[src/rtl/cam_pkg.sv]
// Shared definitions for the CAM command path: opcodes, widths and the
// header beat layout. Used by the dispatcher and by the CAM itself.
package cam_pkg;

  localparam int C_DATA_WIDTH  = 512;
  localparam int OP_CODE_WIDTH = 3;

  // Header beat layout: opcode in the low bits, beat count in bits 63:32.
  localparam int HDR_OP_LSB    = 0;
  localparam int HDR_CNT_LSB   = 32;
  localparam int HDR_CNT_WIDTH = 32;

  // Opcodes carried in a header; the same encoding is reported on cam_state.
  typedef enum logic [OP_CODE_WIDTH-1:0] {
    OP_IDLE       = 3'd0,
    OP_UPDATE_ALL = 3'd1,
    OP_SEARCH     = 3'd2,
    OP_UPDATE_ONE = 3'd3,
    OP_TOPOLOGY   = 3'd4
  } cam_op_e;

  // Dispatcher control states.
  typedef enum logic [1:0] {
    ST_IDLE     = 2'd0,
    ST_LOAD_ALL = 2'd1,
    ST_STREAM   = 2'd2,
    ST_DRAIN    = 2'd3
  } disp_state_e;

endpackage

[src/rtl/cam_cmd_dispatcher_if.sv]
// Bundle of the host-stream and CAM-side signals of the command dispatcher.
// The dispatcher uses the slave view; the host/CAM environment the master view.
interface cam_cmd_dispatcher_if #(
  parameter int C_DATA_WIDTH  = cam_pkg::C_DATA_WIDTH,
  parameter int OP_CODE_WIDTH = cam_pkg::OP_CODE_WIDTH
);
  logic                     s_axis_tvalid;
  logic                     s_axis_tready;
  logic [C_DATA_WIDTH-1:0]  s_axis_tdata;
  logic [OP_CODE_WIDTH-1:0] cam_state;
  logic [31:0]              cam_update_num;
  logic                     cam_tvalid;
  logic [C_DATA_WIDTH-1:0]  cam_tdata;
  logic                     cam_update_all_end;
  logic                     busy;
  logic                     err_opcode;
  logic                     err_sync;

  modport master (
    output s_axis_tvalid, s_axis_tdata, cam_update_all_end,
    input  s_axis_tready, cam_state, cam_update_num, cam_tvalid, cam_tdata,
           busy, err_opcode, err_sync
  );

  modport slave (
    input  s_axis_tvalid, s_axis_tdata, cam_update_all_end,
    output s_axis_tready, cam_state, cam_update_num, cam_tvalid, cam_tdata,
           busy, err_opcode, err_sync
  );
endinterface

[src/rtl/cam_cmd_dispatcher.sv]
// Command dispatcher between a host beat stream and the CAM. Decodes header
// beats, forwards payload beats with one cycle of latency, tracks the
// remaining beat count and checks the CAM end-of-load pulse on full loads.
module cam_cmd_dispatcher #(
  parameter int C_DATA_WIDTH     = cam_pkg::C_DATA_WIDTH,
  parameter int CAM_SIZE         = 256,
  parameter int ENTRIES_PER_BEAT = 16,
  parameter int OP_CODE_WIDTH    = cam_pkg::OP_CODE_WIDTH
) (
  input logic                 aclk,
  input logic                 areset,
  cam_cmd_dispatcher_if.slave bus
);

  // Number of payload beats in a full-table load.
  localparam logic [31:0] LOAD_BEATS = 32'(CAM_SIZE / ENTRIES_PER_BEAT);

  localparam logic [OP_CODE_WIDTH-1:0] OPC_IDLE       = OP_CODE_WIDTH'(cam_pkg::OP_IDLE);
  localparam logic [OP_CODE_WIDTH-1:0] OPC_UPDATE_ALL = OP_CODE_WIDTH'(cam_pkg::OP_UPDATE_ALL);
  localparam logic [OP_CODE_WIDTH-1:0] OPC_SEARCH     = OP_CODE_WIDTH'(cam_pkg::OP_SEARCH);
  localparam logic [OP_CODE_WIDTH-1:0] OPC_UPDATE_ONE = OP_CODE_WIDTH'(cam_pkg::OP_UPDATE_ONE);
  localparam logic [OP_CODE_WIDTH-1:0] OPC_TOPOLOGY   = OP_CODE_WIDTH'(cam_pkg::OP_TOPOLOGY);

  cam_pkg::disp_state_e     r_state, w_state_next;
  logic [OP_CODE_WIDTH-1:0] r_cam_state, w_cam_state_next;
  logic                     r_cam_tvalid, w_cam_tvalid_next;
  logic [C_DATA_WIDTH-1:0]  r_cam_tdata, w_cam_tdata_next;
  logic [31:0]              r_update_num, w_update_num_next;
  logic [31:0]              r_remaining, w_remaining_next;
  logic                     r_last_load, w_last_load_next;
  logic                     r_err_opcode, w_err_opcode_next;
  logic                     r_err_sync, w_err_sync_next;
  logic                     r_out_en;

  logic                     w_tready;
  logic                     w_accept;
  logic [OP_CODE_WIDTH-1:0] w_hdr_op;
  logic [31:0]              w_hdr_cnt;
  logic                     w_end_expected;

  // Ready is held low while in reset and until the first edge after release,
  // and dropped for the single drain cycle that closes each command.
  assign w_tready  = r_out_en && (r_state != cam_pkg::ST_DRAIN);
  assign w_accept  = bus.s_axis_tvalid && w_tready;
  assign w_hdr_op  = bus.s_axis_tdata[cam_pkg::HDR_OP_LSB +: OP_CODE_WIDTH];
  assign w_hdr_cnt = bus.s_axis_tdata[cam_pkg::HDR_CNT_LSB +: cam_pkg::HDR_CNT_WIDTH];

  // The CAM must pulse end-of-load exactly while the final load beat is on
  // cam_tvalid, which falls in the drain cycle because of output registering.
  assign w_end_expected = r_cam_tvalid && r_last_load;

  // Next-state, datapath and error-flag logic for the command FSM.
  always_comb begin
    w_state_next      = r_state;
    w_cam_state_next  = r_cam_state;
    w_cam_tvalid_next = 1'b0;
    w_cam_tdata_next  = r_cam_tdata;
    w_update_num_next = r_update_num;
    w_remaining_next  = r_remaining;
    w_last_load_next  = 1'b0;
    w_err_opcode_next = r_err_opcode;
    w_err_sync_next   = r_err_sync;

    case (r_state)
      cam_pkg::ST_IDLE: begin
        w_cam_state_next = OPC_IDLE;
        if (w_accept) begin
          if (w_hdr_op == OPC_TOPOLOGY) begin
            // Topology beats pass straight through without leaving idle.
            w_cam_tvalid_next = 1'b1;
            w_cam_tdata_next  = bus.s_axis_tdata;
          end else if (w_hdr_op == OPC_UPDATE_ALL) begin
            // Full load ignores the header count; the table size fixes it.
            w_state_next      = cam_pkg::ST_LOAD_ALL;
            w_cam_state_next  = OPC_UPDATE_ALL;
            w_update_num_next = LOAD_BEATS;
            w_remaining_next  = LOAD_BEATS;
          end else if (w_hdr_op == OPC_SEARCH || w_hdr_op == OPC_UPDATE_ONE) begin
            w_cam_state_next  = w_hdr_op;
            w_update_num_next = w_hdr_cnt;
            w_remaining_next  = w_hdr_cnt;
            w_state_next      = (w_hdr_cnt == 32'd0) ? cam_pkg::ST_DRAIN
                                                     : cam_pkg::ST_STREAM;
          end else begin
            // Unknown opcode: drop the beat and remember it.
            w_err_opcode_next = 1'b1;
          end
        end
      end

      cam_pkg::ST_LOAD_ALL, cam_pkg::ST_STREAM: begin
        if (w_accept) begin
          w_cam_tvalid_next = 1'b1;
          w_cam_tdata_next  = bus.s_axis_tdata;
          w_remaining_next  = r_remaining - 32'd1;
          if (r_remaining == 32'd1) begin
            w_state_next     = cam_pkg::ST_DRAIN;
            w_last_load_next = (r_state == cam_pkg::ST_LOAD_ALL);
          end
        end
      end

      cam_pkg::ST_DRAIN: begin
        w_state_next     = cam_pkg::ST_IDLE;
        w_cam_state_next = OPC_IDLE;
        w_remaining_next = 32'd0;
      end

      default: begin
        w_state_next     = cam_pkg::ST_IDLE;
        w_cam_state_next = OPC_IDLE;
      end
    endcase

    // End-of-load sync is judged for the whole full-load command, including
    // its drain cycle; a pulse on the wrong beat or a missing pulse both flag.
    if (r_cam_state == OPC_UPDATE_ALL && (bus.cam_update_all_end != w_end_expected)) begin
      w_err_sync_next = 1'b1;
    end
  end

  // State and output registers, cleared immediately by the async reset.
  always_ff @(posedge aclk or posedge areset) begin
    if (areset) begin
      r_state      <= cam_pkg::ST_IDLE;
      r_cam_state  <= '0;
      r_cam_tvalid <= 1'b0;
      r_cam_tdata  <= '0;
      r_update_num <= '0;
      r_remaining  <= '0;
      r_last_load  <= 1'b0;
      r_err_opcode <= 1'b0;
      r_err_sync   <= 1'b0;
      r_out_en     <= 1'b0;
    end else begin
      r_state      <= w_state_next;
      r_cam_state  <= w_cam_state_next;
      r_cam_tvalid <= w_cam_tvalid_next;
      r_cam_tdata  <= w_cam_tdata_next;
      r_update_num <= w_update_num_next;
      r_remaining  <= w_remaining_next;
      r_last_load  <= w_last_load_next;
      r_err_opcode <= w_err_opcode_next;
      r_err_sync   <= w_err_sync_next;
      r_out_en     <= 1'b1;
    end
  end

  assign bus.s_axis_tready  = w_tready;
  assign bus.cam_state      = r_cam_state;
  assign bus.cam_update_num = r_update_num;
  assign bus.cam_tvalid     = r_cam_tvalid;
  assign bus.cam_tdata      = r_cam_tdata;
  assign bus.busy           = (r_state != cam_pkg::ST_IDLE);
  assign bus.err_opcode     = r_err_opcode;
  assign bus.err_sync       = r_err_sync;

endmodule

[src/flat_wrapper.sv]
// flat-port wrapper written by rule: the top's interface ports become plain ports
module cam_cmd_dispatcher_flat 
#(
  parameter int C_DATA_WIDTH     = cam_pkg::C_DATA_WIDTH,
  parameter int CAM_SIZE         = 256,
  parameter int ENTRIES_PER_BEAT = 16,
  parameter int OP_CODE_WIDTH    = cam_pkg::OP_CODE_WIDTH
)
  (aclk, areset, bus_s_axis_tvalid, bus_s_axis_tdata, bus_cam_update_all_end, bus_s_axis_tready, bus_cam_state, bus_cam_update_num, bus_cam_tvalid, bus_cam_tdata, bus_busy, bus_err_opcode, bus_err_sync);
  cam_cmd_dispatcher_if #(.C_DATA_WIDTH(C_DATA_WIDTH), .OP_CODE_WIDTH(OP_CODE_WIDTH)) bus_i ();
  input logic aclk;
  input logic areset;
  input wire logic [$bits(bus_i.s_axis_tvalid)-1:0] bus_s_axis_tvalid;
  input wire logic [$bits(bus_i.s_axis_tdata)-1:0] bus_s_axis_tdata;
  input wire logic [$bits(bus_i.cam_update_all_end)-1:0] bus_cam_update_all_end;
  output wire logic [$bits(bus_i.s_axis_tready)-1:0] bus_s_axis_tready;
  output wire logic [$bits(bus_i.cam_state)-1:0] bus_cam_state;
  output wire logic [$bits(bus_i.cam_update_num)-1:0] bus_cam_update_num;
  output wire logic [$bits(bus_i.cam_tvalid)-1:0] bus_cam_tvalid;
  output wire logic [$bits(bus_i.cam_tdata)-1:0] bus_cam_tdata;
  output wire logic [$bits(bus_i.busy)-1:0] bus_busy;
  output wire logic [$bits(bus_i.err_opcode)-1:0] bus_err_opcode;
  output wire logic [$bits(bus_i.err_sync)-1:0] bus_err_sync;
  assign bus_i.s_axis_tvalid = bus_s_axis_tvalid;
  assign bus_i.s_axis_tdata = bus_s_axis_tdata;
  assign bus_i.cam_update_all_end = bus_cam_update_all_end;
  assign bus_s_axis_tready = bus_i.s_axis_tready;
  assign bus_cam_state = bus_i.cam_state;
  assign bus_cam_update_num = bus_i.cam_update_num;
  assign bus_cam_tvalid = bus_i.cam_tvalid;
  assign bus_cam_tdata = bus_i.cam_tdata;
  assign bus_busy = bus_i.busy;
  assign bus_err_opcode = bus_i.err_opcode;
  assign bus_err_sync = bus_i.err_sync;
  cam_cmd_dispatcher #(.C_DATA_WIDTH(C_DATA_WIDTH), .CAM_SIZE(CAM_SIZE), .ENTRIES_PER_BEAT(ENTRIES_PER_BEAT), .OP_CODE_WIDTH(OP_CODE_WIDTH)) u_core (.aclk(aclk), .areset(areset), .bus(bus_i));
endmodule
[config.mk]
export PLATFORM = sky130hd
export DESIGN_NAME = cam_cmd_dispatcher_flat
export DESIGN_NICKNAME = d
export VERILOG_FILES = /design/src/rtl/cam_pkg.sv /design/src/rtl/cam_cmd_dispatcher_if.sv /design/src/rtl/cam_cmd_dispatcher.sv /design/src/flat_wrapper.sv
export SDC_FILE = /design/constraint.sdc
export NUM_CORES = 1
export LEC_CHECK = 0
export CORE_AREA = 2 2 419 421
export CTS_BUF_LIST = sky130_fd_sc_hd__clkbuf_2
export DETAILED_ROUTE_END_ITERATION = 16
export DIE_AREA = 0 0 421 423
export SYNTH_ARGS = -nofsm -noshare
export SYNTH_HDL_FRONTEND = slang
export SYNTH_SLANG_ARGS = --single-unit
[constraint.sdc]
create_clock -name aclk -period 62.5 [get_ports aclk]
set_input_delay 12.5 -clock aclk [delete_from_list [all_inputs] [get_ports aclk]]
set_output_delay 12.5 -clock aclk [all_outputs]
set_load 0.1 [all_outputs]
==> flow_summary.json, run 1 <==
{
  "outcome": "finished, final reports clean",
  "yosysTopAreaCell": "dfrtp_1",
  "yosys.area_share.simple_pct": 4.28,
  "synth_cell_types": 68,
  "drive_gt1_share_pct": 13.1,
  "synth_area_leaders": "dfrtp_1, mux2_1, nand2_1",
  "drv_cap": 0,
  "top_layer": "met5",
  "slew_violations": 0,
  "grt.total_usage_pct": 12.0,
  "cp_num_cells": 4,
  "endpoint_kind": "primary output",
  "crit_chain": "inv_1, ha_1, inv_1, clkdlybuf4s50_1",
  "mostFrequentLayoutCell": "clkdlybuf4s50_1",
  "synth-compound-area-share_pct": 3.81,
  "r2r-start": "u_core.r_state[0]$_DFFE_PP0P_",
  "wl_per_cell_um": 21.2,
  "period_share_pct": 26.2,
  "dieArea_um2": 178000,
  "cts_tree": "yes",
  "fin_tns_setup_ns": 0,
  "rr_worst_depth": 8,
  "slowest_delay_ns": 1.22,
  "path_class": "register to primary output",
  "via_per_inst": 3.48,
  "syn_inst": 1521,
  "synthMuxAreaShare_pct": 25.2,
  "wl_met1_um": 40600,
  "yosys_warnings": 0,
  "synth_edf_count": 0,
  "setup_viol": 0,
  "r2r-end": "u_core.bus.cam_tdata[179]$_DFFE_PP0P_",
  "die_x_um": 421,
  "port_buffers": 1067,
  "finClkSkew_ns": 0.108,
  "worstPathRequired_ns": 50.00,
  "cts_max_level": 4,
  "synth_flop_cell": "dfrtp_1",
  "cts.path.max_buffers": 3,
  "fp.dieH_um": 423,
  "syn_avg_cell_area_um2": 15.1,
  "grt_pass1_vias": 18700,
  "grt_setup_unrepaired": "false",
  "startpoint": "u_core.r_state[0]$_DFFE_PP0P_",
  "ys_seq_elements": 586,
  "ctsResizeCount": 0,
  "place_hpwl_um": 88500,
  "slew_headroom_pct": 17.4,
  "synthArstFlopShare_pct": 100,
  "cts_inserted_buffers": 171,
  "drtPass1Iterations": 5,
  "hold_violations": 0,
  "rows": 153,
  "drtAntennaViolNets": 0,
  "max_freq_mhz": 61.0,
  "synth_fa_ha_area_share_pct": 0.273,
  "gr-total-overflow": 0,
  "cts_setup_buffers": 0,
  "grt_pass1_wl_um": 151000,
  "wl_met3_um": 8080,
  "drt_iter0_markers": 865,
  "antenna_found_initial": 51,
  "core_um2": 173000,
  "cpMaxStageDelayCell": "clkdlybuf4s50_1",
  "tightest_slew_ns": 1.24,
  "clk_pin_slew_ns": 0.08,
  "ys_seq_area_share_pct": 64.0,
  "worst_ep_arrival_time_ns": 3.89,
  "critPathMaxFanout": 11,
  "wirelength_um": 109000,
  "layout_min_cycle_time_ns": 16.39,
  "place.gp.congestion": 0.902,
  "clk_latency_ns": 1.56,
  "layout_common_cells": "clkdlybuf4s50_1, dfrtp_1, mux2_1",
  "final_nets": 3217,
  "synth_top_family_by_area": "multiplexers",
  "wl_met2_um": 57900,
  "root_buffer": "clkbuf_2",
  "areaGrowthSynthToFinish_pct": 63.7,
  "drc": 0,
  "grt_max_degree": 151,
  "cts_sinks": 586,
  "synth_top_area_share_pct": 64.0,
  "crit_top_cell": "inv_1",
  "syn-num-nets": 2042,
  "cts_hold_buffers": 0,
  "cpLargestDelayFamily": "buffers and inverters",
  "start_kind": "register",
  "critPathBufInv": 3,
  "ios": 1068,
  "syn_area_um2": 22900,
  "min_path_type": "register to register",
  "synth_xor_area_share_pct": 0.0764,
  "endpoint": "bus_busy",
  "rrSetupSlack_ns": 58.56,
  "num_vias": 17900,
  "start_util_pct": 13.2,
  "hold_ws_ns": 0.470
}
-- metal layers --
metal	up-vias	track usage [%]
met5	-	0
met4	42	3.74
met3	217	4.65
met2	735	21.6
met1	9019	12.7
li1	7913	-
-- registers in the layout, summed over array words and instances (netlist names) --
signal,count
u_core.bus.err_opcode,1
u_core.bus.err_sync,1
u_core.bus.cam_update_num,32
u_core.r_remaining,32
u_core.r_last_load,1
u_core.bus.cam_tdata,512
u_core.r_out_en,1
u_core.bus.cam_state,3
u_core.r_state,2
u_core.bus.cam_tvalid,1
-- synthesized netlist by cell type, drive strengths merged, types with 2 or more instances --
library cell / number
dfrtp: 586
mux2: 512
nand2: 81
buf: 63
o21ai: 61
nor2: 24
clkbuf: 23
nor4: 18
a21oi: 17
nor3: 13
inv: 12
a32oi: 10
nand4: 7
or3: 7
a22oi: 6
nand3: 6
and2: 5
ha: 5
o211ai: 5
a22o: 4
a31oi: 4
nor2b: 4
o311ai: 4
a211o: 3
a21o: 3
or4: 3
a221oi: 2
a2bb2oi: 2
a31o: 2
and3: 2
and4: 2
mux2i: 2
nand2b: 2
nand3b: 2
o2bb2ai: 2
xnor2: 2
-- final cells by class --
class / instances / area [µm²]
fillers: 18500 / 136000
flip-flops and latches: 586 / 14700
repair buffers: 1088 / 10700
multi-input cells: 837 / 7740
well taps: 2325 / 2910
clock buffers: 240 / 1200
clock inverters: 49 / 231
inverters: 12 / 52.6
diodes: 16 / 40.0
-- worst min path at each step --
| stage | start | end | cells past startpoint |
|---|---|---|---|
| after global routing | u_core.bus.cam_tdata[220]$_DFFE_PP0P_ | u_core.bus.cam_tdata[220]$_DFFE_PP0P_ | 1 |
| after global placement | u_core.bus.err_opcode$_DFFE_PP0P_ | u_core.bus.err_opcode$_DFFE_PP0P_ | 1 |
| after CTS | u_core.r_remaining[22]$_DFFE_PP0P_ | u_core.r_remaining[23]$_DFFE_PP0P_ | 2 |
| after detailed placement | u_core.bus.err_opcode$_DFFE_PP0P_ | u_core.bus.err_opcode$_DFFE_PP0P_ | 1 |
| final | u_core.bus.err_opcode$_DFFE_PP0P_ | u_core.bus.err_opcode$_DFFE_PP0P_ | 1 |
| after floorplan | u_core.r_remaining[11]$_DFFE_PP0P_ | u_core.r_remaining[11]$_DFFE_PP0P_ | 2 |
-- stage by stage --
| stage | util, % | cell area (µm²) | setup slack, ns | instances |
|---|---|---|---|---|
| final | 21.7 | 37500 | 46.11 | 5153 |
| after global placement | 20.8 | 36100 | 44.86 | 4848 |
| after global routing | 21.7 | 37500 | 45.60 | 5150 |
| after CTS | 21.6 | 37500 | 45.58 | 5137 |
| after floorplan | - | 22900 | 33.60 | 1521 |
| after detailed placement | 20.8 | 36100 | 44.78 | 4848 |
-- logic make-up (layout without fill, tap and decap cells) --
logic type      Yosys count  in the layout
xor+xnor                  2              2
compound gates          133            133
fa+ha+maj                 5              5
mux                     514            514
flops                   586            586
buf+inv                  98           1389
simple gates            182            182
other cells               1             17
Power of run 1 is left out: the tool's default activity adds up to more than one toggle a clock period on the data nets, which glitch-free logic cannot reach.
==> run 2, diff against run 1 <==
CORE_AREA = 2 2 421 423   (was 2 2 419 421)
DIE_AREA = 0 0 423 425   (was 0 0 421 423)
clock period = 16 ns   (was 62.5 ns; I/O delays follow)
==> flow_summary.json, run 2 (synthesized netlist as in run 1, its figures left out) <==
{
  "outcome": "finished, final reports clean",
  "hold_violations": 0,
  "cts_hold_buffers": 0,
  "worstPathRequired_ns": 12.80,
  "layout_common_cells": "clkdlybuf4s50_1, dfrtp_1, mux2_1",
  "critPathMaxFanout": 11,
  "ios": 1068,
  "start_util_pct": 13.1,
  "place_hpwl_um": 86200,
  "drtPass1Iterations": 5,
  "setup_slack_ns": 9.02,
  "areaGrowthSynthToFinish_pct": 64.7,
  "critPathBufInv": 3,
  "core_um2": 175000,
  "fin_tns_setup_ns": 0,
  "antenna_found_initial": 27,
  "wl_per_cell_um": 20.9,
  "endpoint_kind": "primary output",
  "die_x_um": 423,
  "slowest_delay_ns": 1.22,
  "grt_max_degree": 167,
  "clk_latency_ns": 1.58,
  "path_class": "register to primary output",
  "rows": 154,
  "startpoint": "u_core.r_state[0]$_DFFE_PP0P_",
  "ctsResizeCount": 0,
  "grt.total_usage_pct": 11.7,
  "clk_pin_slew_ns": 0.08,
  "grt_pass1_vias": 18500,
  "drive_gt1_share_pct": 13.6,
  "port_buffers": 1067,
  "start_kind": "register",
  "place.gp.congestion": 0.877,
  "rrSetupSlack_ns": 11.46,
  "dieArea_um2": 180000,
  "tightest_slew_ns": 1.20,
  "rr_worst_depth": 9,
  "drtAntennaViolNets": 0,
  "grt_setup_unrepaired": "false",
  "wirelength_um": 108000,
  "setup_viol": 0,
  "slew_violations": 0,
  "num_vias": 17800,
  "drt_iter0_markers": 889,
  "slew_headroom_pct": 19.4,
  "final.fill_count": 18900,
  "cts_tree": "yes",
  "grt_pass1_wl_um": 147000,
  "cts_inserted_buffers": 174,
  "cpMaxStageDelayCell": "clkdlybuf4s50_1",
  "cts.path.max_buffers": 3,
  "mostFrequentLayoutCell": "clkdlybuf4s50_1",
  "worst_ep_arrival_time_ns": 3.78,
  "fp.dieH_um": 425,
  "dp_worst_setup_slack_ns": 8.72,
  "period_share_pct": 43.6,
  "r2r-end": "u_core.bus.cam_tdata[179]$_DFFE_PP0P_",
  "r2r-start": "u_core.r_state[0]$_DFFE_PP0P_",
  "cts_setup_buffers": 0,
  "drv_cap": 0,
  "largest_reg_flops": 512,
  "cpLargestDelayFamily": "buffers and inverters",
  "min_path_cells": 2,
  "min_path_type": "register to register",
  "layout_min_cycle_time_ns": 6.98,
  "finClkSkew_ns": 0.100,
  "via_per_inst": 3.43,
  "root_buffer": "clkbuf_2",
  "crit_chain": "inv_1, ha_1, inv_1, clkdlybuf4s50_1",
  "cts_sinks": 586,
  "final_nets": 3223,
  "cts_max_level": 4,
  "gr-total-overflow": 0,
  "drc": 0,
  "cp_num_cells": 4,
  "crit_top_cell": "inv_1",
  "endpoint": "bus_busy",
  "max_freq_mhz": 143
}
[run 2: stage by stage]
stage	utilization [%]	std cells	hold slack [ns]	cell area, µm²
4_1_cts	21.5	5172	0.451	37700
2_1_floorplan	-	1521	0.458	22900
3_3_place_gp	20.6	4866	0.462	36100
3_5_place_dp	20.6	4866	0.469	36100
6_report	21.5	5185	0.485	37800
5_1_grt	21.5	5179	0.500	37700
[run 2: final cells by class]
class,instances,area [µm²],share of cell area (%)
multi-input combinational,837,7740,20.5
timing repair buffer,1091,10700,28.4
sequential,586,14700,38.8
clock buffer,249,1250,3.30
antenna,13,32.5,0.0861
tap,2340,2930,7.75
inverter,12,48.8,0.129
clock inverter,57,365,0.968
[run 2: worst reg2reg max path: cells and delay by family (launching register included)]
family / cells / cell delay [ns]
adders and majority gates: 1 / 0.56
AOI/OAI and AO/OA: 2 / 0.33
DFF: 1 / 0.38
and+or+nand+nor: 1 / 0.11
muxes: 1 / 0.47
buffers and inverters: 4 / 2.56
[run 2: worst min-delay path by stage]
stage | from | end | slack, ns
6_report | u_core.bus.cam_update_num[28]$_DFFE_PP0P_ | u_core.bus.cam_update_num[28]$_DFFE_PP0P_ | 0.49
5_1_grt | u_core.bus.err_opcode$_DFFE_PP0P_ | u_core.bus.err_opcode$_DFFE_PP0P_ | 0.50
4_1_cts | u_core.r_remaining[24]$_DFFE_PP0P_ | u_core.r_remaining[25]$_DFFE_PP0P_ | 0.45
3_5_place_dp | u_core.bus.cam_update_num[25]$_DFFE_PP0P_ | u_core.bus.cam_update_num[25]$_DFFE_PP0P_ | 0.47
3_3_place_gp | u_core.bus.err_opcode$_DFFE_PP0P_ | u_core.bus.err_opcode$_DFFE_PP0P_ | 0.46
2_1_floorplan | u_core.r_remaining[11]$_DFFE_PP0P_ | u_core.r_remaining[11]$_DFFE_PP0P_ | 0.46
[run 2: routing by layer]
layer | share of wire [%] | up-vias | global-route usage, %
met4 | 2.7 | 14 | 3.53
met2 | 54 | 730 | 21.4
li1 | - | 7930 | -
met1 | 37 | 8911 | 12.6
met5 | 0.085 | - | 0
met3 | 6.7 | 211 | 3.79
Power of run 2 is left out for the same reason.
